`config.mk`:
```
export PLATFORM = sky130hd
export DESIGN_NAME = uart_rx_feeder
export DESIGN_NICKNAME = d
export VERILOG_FILES = /design/src/rtl/uart_rx_feeder.sv
export SDC_FILE = /design/constraint.sdc
export NUM_CORES = 1
export LEC_CHECK = 0
export CAP_MARGIN = 20
export CORE_ASPECT_RATIO = 0.8
export CORE_UTILIZATION = 53
export CTS_CLUSTER_DIAMETER = 60
export CTS_CLUSTER_SIZE = 8
export DETAILED_ROUTE_END_ITERATION = 16
export PLACE_DENSITY_LB_ADDON = 0.08
export SLEW_MARGIN = 20
export SYNTH_ARGS = -nofsm -noshare
export SYNTH_HDL_FRONTEND = slang
export SYNTH_SLANG_ARGS = --single-unit
```
`constraint.sdc`:
```
create_clock -name clock -period 6.8 [get_ports clock]
set_input_delay 1.36 -clock clock [delete_from_list [all_inputs] [get_ports clock]]
set_output_delay 1.36 -clock clock [all_outputs]
set_load 0.1 [all_outputs]
```
`src/rtl/uart_rx_feeder.sv`:
```
// uart_rx_feeder: buffers host characters and meters them into the
// SoC console input as single-cycle strobes separated by an idle gap.
module uart_rx_feeder #(
  parameter int DEPTH = 16,
  parameter int GAP   = 8,
  parameter int START = 64
) (
  input  logic                     clock,
  input  logic                     reset,
  input  logic                     in_valid,
  output logic                     in_ready,
  input  logic [7:0]               in_chr,
  input  logic                     flush,
  input  logic                     enable,
  output logic                     uart_rx_vld,
  output logic [7:0]               uart_rx_chr,
  output logic [$clog2(DEPTH):0]   level,
  output logic [31:0]              sent
);

  localparam int AW = $clog2(DEPTH);

  localparam logic [1:0] S_INIT = 2'd0;
  localparam logic [1:0] S_IDLE = 2'd1;
  localparam logic [1:0] S_SEND = 2'd2;
  localparam logic [1:0] S_GAP  = 2'd3;

  logic [1:0]    state;
  logic [31:0]   cnt;
  logic [7:0]    mem [DEPTH];
  logic [AW-1:0] wr;
  logic [AW-1:0] rd;
  logic          full;
  logic          push;
  logic          pop;

  assign full        = (level == (AW+1)'(DEPTH));
  assign in_ready    = ~full & (state != S_INIT);
  assign uart_rx_vld = (state == S_SEND);

  // Flush wins over any push; a pop only happens on IDLE->SEND.
  assign push = in_valid & in_ready & ~flush;
  assign pop  = (state == S_IDLE) & enable
              & (level != '0) & ~flush;

  // FIFO storage, cleared on reset so stale bytes never leak out.
  always_ff @(posedge clock or posedge reset) begin
    if (reset) begin
      for (int i = 0; i < DEPTH; i++)
        mem[i] <= 8'h00;
    end else if (push) begin
      mem[wr] <= in_chr;
    end
  end

  // Pointers and occupancy; pointers wrap naturally at DEPTH.
  always_ff @(posedge clock or posedge reset) begin
    if (reset) begin
      wr    <= '0;
      rd    <= '0;
      level <= '0;
    end else if (flush) begin
      wr    <= '0;
      rd    <= '0;
      level <= '0;
    end else begin
      if (push)
        wr <= wr + 1'b1;
      if (pop)
        rd <= rd + 1'b1;
      unique case ({push, pop})
        2'b10:   level <= level + 1'b1;
        2'b01:   level <= level - 1'b1;
        default: level <= level;
      endcase
    end
  end

  // Injection sequencer: start delay, then strobe/gap/idle per byte.
  always_ff @(posedge clock or posedge reset) begin
    if (reset) begin
      state       <= S_INIT;
      cnt         <= 32'(START);
      uart_rx_chr <= 8'h00;
      sent        <= 32'd0;
    end else begin
      unique case (state)
        S_INIT: begin
          if (cnt == 32'd0)
            state <= S_IDLE;
          else
            cnt <= cnt - 32'd1;
        end
        S_IDLE: begin
          if (pop) begin
            state       <= S_SEND;
            uart_rx_chr <= mem[rd];
            sent        <= sent + 32'd1;
          end
        end
        S_SEND: begin
          if (GAP > 0) begin
            state <= S_GAP;
            cnt   <= 32'(GAP - 1);
          end else begin
            state <= S_IDLE;
          end
        end
        default: begin
          if (cnt == 32'd0)
            state <= S_IDLE;
          else
            cnt <= cnt - 32'd1;
        end
      endcase
    end
  end

endmodule

```
==> metrics.md, run 1 <==
| Metric | Value |
|---|---|
| CTS tree | `built` |
| Slew HR | `0.325` |
| Global route total overflow | `0` |
| Primary FF master, synth | `dfrtp_1` |
| Setup-failing EPs final | `0` |
| 1st-pass router iterations | `5` |
| DP Wirelength | `14.5 mm` |
| Critical path launch point type | `flop` |
| # diodes | `0` |
| Most numerous cell in the Yosys netlist | `dfrtp_1` |
| Arr. time, crit path | `2.73 ns` |
| Peak supply drop | `0.293 mV` |
| I/O Buffers | `59` |
| Inst Count DP | `1083` |
| Yosys top cell area share | `0.518` |
| Fin. max-slew vios | `0` |
| Area of the multi-input gates | `4750 µm²` |
| Reg clk slew, reported paths | `0.05 ns` |
| Post-synth top area cell | `dfrtp_1` |
| Max_cap viols | `0` |
| WP data required | `5.44 ns` |
| Initial cell density of the core | `0.544` |
| Total number of yosys warnings | `0` |
| Power density cells | `344 nW/µm²` |
| Worst-case clock skew | `0.0164 ns` |
| Post-cts resize count | `0` |
| Mapped Avg Cell Area | `12.9 µm²` |
| Global Route Usage Sum | `0.239` |
| Actual slew at the worst max-slew pin | `1.01 ns` |
| Worst setup margin | `2.71 ns` |
| Latest clock arrival within the worst-skew pair | `0.55 ns` |
| First-pass GRT wire length | `37.3 mm` |
| #FFs+latches synth | `215` |
| Unrepaired setup endpoints after global routing | `false` |
| Die Y-Extent | `127 µm` |
| Worst-path maximum fanout | `13` |
| GP Congestion | `0.832` |
| Maximum root-to-sink buffer count | `3` |
| Fin crit share | `0.601` |
| Sink Count | `215` |
| Dpl ws | `2.20 ns` |
| CTS Hold Bufs | `0` |
| DR vias/cell | `6.12` |
| Final ANT Viol Nets | `0` |
| Die Span X | `158 µm` |
| Worst min path class | `reg2reg` |
| Synth-to-Final Area Change | `16.2%` |
| EDFF count, synth | `0` |
| Reg area | `5380 µm²` |
| Largest net degree at the start of global routing | `152` |
| Drt drc | `0` |
| Syn Nets | `829` |
| Worst setup EP type | `output port` |
| Routed WL per cell | `20.3 µm` |
| Status | `finished, final reports clean` |
| Share of layout cells above drive strength 1 | `0.268` |
| Initial drt markers | `537` |
| Final Hold Fails | `0` |
| Setup bufs post-CTS | `0` |
| F_max | `0.245 GHz` |
| Min Tclk post-route | `4.09 ns` |
| Num CTS Buffers | `30` |
| Core box area | `19000 µm²` |
| Most instantiated cells after synthesis | `dfrtp_1 (214), mux2_2 (128), nand2_1 (46)` |
| Leak | `5.38 nW` |
| Seq/Total Area, Yosys | `0.520` |
| CTS root buffer | `clkbuf_16` |
| Fraction of registers with async set/reset | `1.00` |
| Top area cells in the synthesized netlist | `dfrtp_1 (52%), mux2_2 (14%), mux4_2 (7.8%)` |
| Die Area | `20100 µm²` |
| Fin Setup TNS | `0 ns` |
| Netlist cell types | `61` |
| Vias in the first global route | `6918` |
| Via count | `6881` |
| Synth Instances | `801` |
| Row count | `45` |
| Critical path type | `reg2out` |
| Fin nets | `885` |
| CTS H-tree lvls | `1` |
| Filler cell count | `1446` |
| Top Ports | `60` |
| Post-synthesis instance area | `10300 µm²` |
| Fin cells | `1125` |
| WHS | `0.478 ns` |
| Drt total wl | `22.8 mm` |
| Initial antenna violation count | `0` |
==> critical path: stages (launching register included) <==
cell             delay [ns]
dfrtp_1                0.39
inv_1                  0.09
ha_1                   0.47
clkdlybuf4s50_1        1.23
==> sequential cells by signal, summed over array words and instances (netlist names) <==
register / cells
level: 5
cnt: 32
state: 2
wr: 4
sent: 32
mem: 128
uart_rx_chr: 8
rd: 4
==> cells in the final DEF, fill, tap and decap left out, types with 3 or more instances in the layout <==
master / instances
a211oi_1: 3
xnor2_1: 30
nor3_1: 13
nand2_1: 46
and3_1: 7
nor2_1: 37
nor2b_1: 3
o211ai_1: 11
or3_1: 9
or4_1: 19
clkbuf_1: 11
a21oi_1: 16
nand4_1: 19
clkbuf_16: 30
o21ai_0: 7
mux2i_1: 11
inv_1: 17
dfrtp_1: 212
clkdlybuf4s50_1: 59
or2_2: 4
nand3_1: 25
o41ai_1: 3
or4_4: 4
o31ai_1: 11
nor4_4: 3
mux4_2: 36
a21o_1: 3
ha_1: 14
mux2_2: 128
o221ai_1: 4
buf_4: 8
xor2_1: 17
nor4_1: 8
o311ai_0: 4
==> final timing paths <==
path	start	end	slack (ns)	depth (start not counted)
max reg2reg	level[0]	level[4]	3.64	10
min in group asynchronous	reset	mem[51]	1.35	3
max in group asynchronous	reset	mem[62]	4.07	4
min	sent[31]	sent[31]	0.48	1
max	state[0]	uart_rx_vld	2.71	3
min reg2reg	sent[31]	sent[31]	0.48	1
==> layout make-up <==
class / count / share of cell area
sequential: 215 / 0.448
multi-input combinational: 524 / 0.395
clock buffer: 41 / 0.0659
timing repair buffer: 68 / 0.0558
tap: 258 / 0.0269
inverter: 18 / 0.00593
clock inverter: 1 / 0.00250
==> routing by layer <==
| metal | wire (µm) | vias to the layer above | track usage |
|---|---|---|---|
| li1 | - | 3080 | - |
| met1 | 10800 | 3564 | 0.360 |
| met2 | 10400 | 188 | 0.359 |
| met3 | 990 | 49 | 0.0311 |
| met4 | 674 | 0 | 0.0803 |
| met5 | 0 | - | 0 |
==> cells by family (layout without fill, tap and decap cells) <==
| logic type | after synthesis | in the layout | share of synthesized area |
|---|---|---|---|
| AOI/OAI and AO/OA | 77 | 77 | 0.0544 |
| xor gates and xnor gates | 47 | 47 | 0.0398 |
| DFF | 215 | 215 | 0.520 |
| buffers and inverters | 62 | 128 | 0.0238 |
| and+or+nand+nor | 210 | 210 | 0.115 |
| muxes | 175 | 175 | 0.228 |
| adders and majority gates | 15 | 15 | 0.0189 |
==> metrics by stage <==
stage	utilization	total power (W)	instance area, µm²
floorplan	-	0.00258	10300
global placement	0.587	0.00278	11200
detailed placement	0.588	0.00283	11200
CTS	0.631	0.00416	12000
global route	0.632	0.00435	12000
finish	0.632	0.00413	12000
==> power by group <==
| group | total, W | internal (W) | switching (W) |
|---|---|---|---|
| Clock | 0.00131 | 0.000795 | 0.000514 |
| Combinational | 0.00117 | 0.000434 | 0.000736 |
| Sequential | 0.00165 | 0.00148 | 0.000171 |
Power figures use the tool's default switching activity.
==> run 2, diff against run 1 <==
clock period = 3.9 ns   (was 6.8 ns; I/O delays follow)
==> metrics.md, run 2 (synthesis gave the netlist of run 1 again) <==
| Metric | Value |
|---|---|
| Drt total wl | `23.4 mm` |
| Max FFs per register | `128` |
| Cell at the slowest stage of the critical path | `clkdlybuf4s50_1` |
| CTS root buffer | `clkbuf_16` |
| Actual slew at the worst max-slew pin | `0.989 ns` |
| Latest clock arrival within the worst-skew pair | `0.55 ns` |
| Top reg by flops | `mem` |
| DP Wirelength | `15.2 mm` |
| Post-route cell area | `12100 µm²` |
| Placed cell area | `11300 µm²` |
| CTS H-tree lvls | `1` |
| GRT busiest layer | `met2` |
| Peak supply drop | `0.433 mV` |
| First-pass GRT wire length | `38.5 mm` |
| Power density cells | `595 nW/µm²` |
| Most frequent cells in the layout | `dfrtp_1 (213), mux2_2 (128), clkdlybuf4s50_1 (58)` |
| GP Congestion | `0.846` |
| Critical path type | `reg2out` |
| Num CTS Buffers | `30` |
| Largest net degree at the start of global routing | `117` |
| Routed WL per cell | `20.5 µm` |
| Worst-path maximum fanout | `3` |
| Fin. max-slew vios | `0` |
| Fin crit share | `0.850` |
| Grt met3 use | `0.0359` |
| Drt drc | `0` |
| Setup bufs post-CTS | `0` |
| Arr. time, crit path | `2.54 ns` |
| DR vias/cell | `6.03` |
| Die Y-Extent | `127 µm` |
| Fin Setup TNS | `0 ns` |
| Global route total overflow | `0` |
| I/O Buffers | `59` |
| Core box area | `19000 µm²` |
| WP data required | `3.12 ns` |
| Die Span X | `158 µm` |
| CTS Hold Bufs | `0` |
| Sink Count | `215` |
| CTS tree | `built` |
| Commonest non-fill, non-tap cell in the layout | `dfrtp_1` |
| 1st-pass router iterations | `4` |
| Synth-to-Final Area Change | `17.1%` |
| Status | `finished, final reports clean` |
| Final ANT Viol Nets | `0` |
| Met1 Use GR | `0.368` |
| Worst-path cell chain | `inv_1 -> ha_1 -> a21oi_1 -> clkdlybuf4s50_1` |
| Final Hold Fails | `0` |
| Area of the multi-input gates | `4730 µm²` |
| Top Ports | `60` |
| # diodes | `0` |
| Die Area | `20100 µm²` |
| Worst min path class | `reg2reg` |
| F_max | `0.302 GHz` |
| Post-cts resize count | `0` |
| Min-Delay Path Depth | `1` |
| Share of layout cells above drive strength 1 | `0.279` |
| Maximum root-to-sink buffer count | `3` |
| Initial drt markers | `416` |
| Reg area | `5380 µm²` |
| Reg clk slew, reported paths | `0.05 ns` |
| Max_cap viols | `0` |
| Filler cell count | `1488` |
| Worst setup EP type | `output port` |
| Worst-case clock skew | `0.0133 ns` |
| Met2 GRT Util | `0.385` |
| Via count | `6871` |
| Initial antenna violation count | `0` |
| Min Tclk post-route | `3.32 ns` |
| Critical path launch point type | `flop` |
| WHS | `0.471 ns` |
| Largest regs | `mem x128, cnt x32, sent x32` |
| Fin nets | `900` |
| Setup-failing EPs final | `0` |
| FF-to-FF path depth | `7` |
| Initial cell density of the core | `0.544` |
| Global Route Usage Sum | `0.248` |
| Max incr delay on CP | `1.14 ns` |
| Slew HR | `0.338` |
| Row count | `45` |
| Leak | `5.45 nW` |
| Unrepaired setup endpoints after global routing | `false` |
| Vias in the first global route | `7006` |
-- run 2: path summary, 6_finish.rpt --
path | start | endpoint | slack (ns)
worst min register to register | cnt[11] | cnt[11] | 0.47
min in group asynchronous | reset | uart_rx_chr[1] | 0.57
max in group asynchronous | reset | rd[0] | 2.39
worst max-delay path | state[0] | in_ready | 0.58
worst min-delay path | cnt[11] | cnt[11] | 0.47
worst max register to register | cnt[0] | cnt[9] | 0.94
-- run 2: critical path: cells and delay by family, from the launching register on --
kind,cells,cell delay (ns)
flip-flops,1,0.38
adder cells (fa/ha/maj),1,0.25
AO/OA/AOI/OAI,1,0.14
buffers and inverters,2,1.22
-- run 2: layout make-up --
class	count	share of cell area
repair buffers	83	0.0650
clock buffers	41	0.0654
well taps	258	0.0266
multi-input cells	524	0.390
clock inverters	1	0.00248
flip-flops and latches	215	0.444
inverters	18	0.00589
-- run 2: metal layers --
layer | up-vias | part of all wire
met1 | 3562 | 0.47
met4 | 0 | 0.019
met5 | - | 0
met3 | 35 | 0.043
li1 | 3124 | -
met2 | 150 | 0.47
-- run 2: power breakdown --
group	switching (W)	leakage, nW	internal, W	total, W
clock	0.000900	0.394	0.00139	0.00229
sequential	0.000314	2.91	0.00259	0.00290
combinational	0.00125	2.15	0.000768	0.00202
total	0.00247	5.45	0.00474	0.00721
-- run 2: metrics by stage --
| step | std cells | util | total power (W) | setup slack (ns) |
|---|---|---|---|---|
| 3_5_place_dp | 1097 | 0.593 | 0.00494 | 0.574 |
| 5_1_grt | 1140 | 0.637 | 0.00760 | 0.422 |
| 4_1_cts | 1139 | 0.636 | 0.00726 | 0.549 |
| 2_1_floorplan | 801 | - | 0.00449 | 0.323 |
| 3_3_place_gp | 1096 | 0.592 | 0.00485 | 0.642 |
| 6_report | 1140 | 0.637 | 0.00721 | 0.584 |
==> run 3, diff against run 2 <==
SKIP_CTS_REPAIR_TIMING = 1   (was unset)
==> results of run 3 <==
The final DEF is identical to that of run 2; final timing and power are the same.
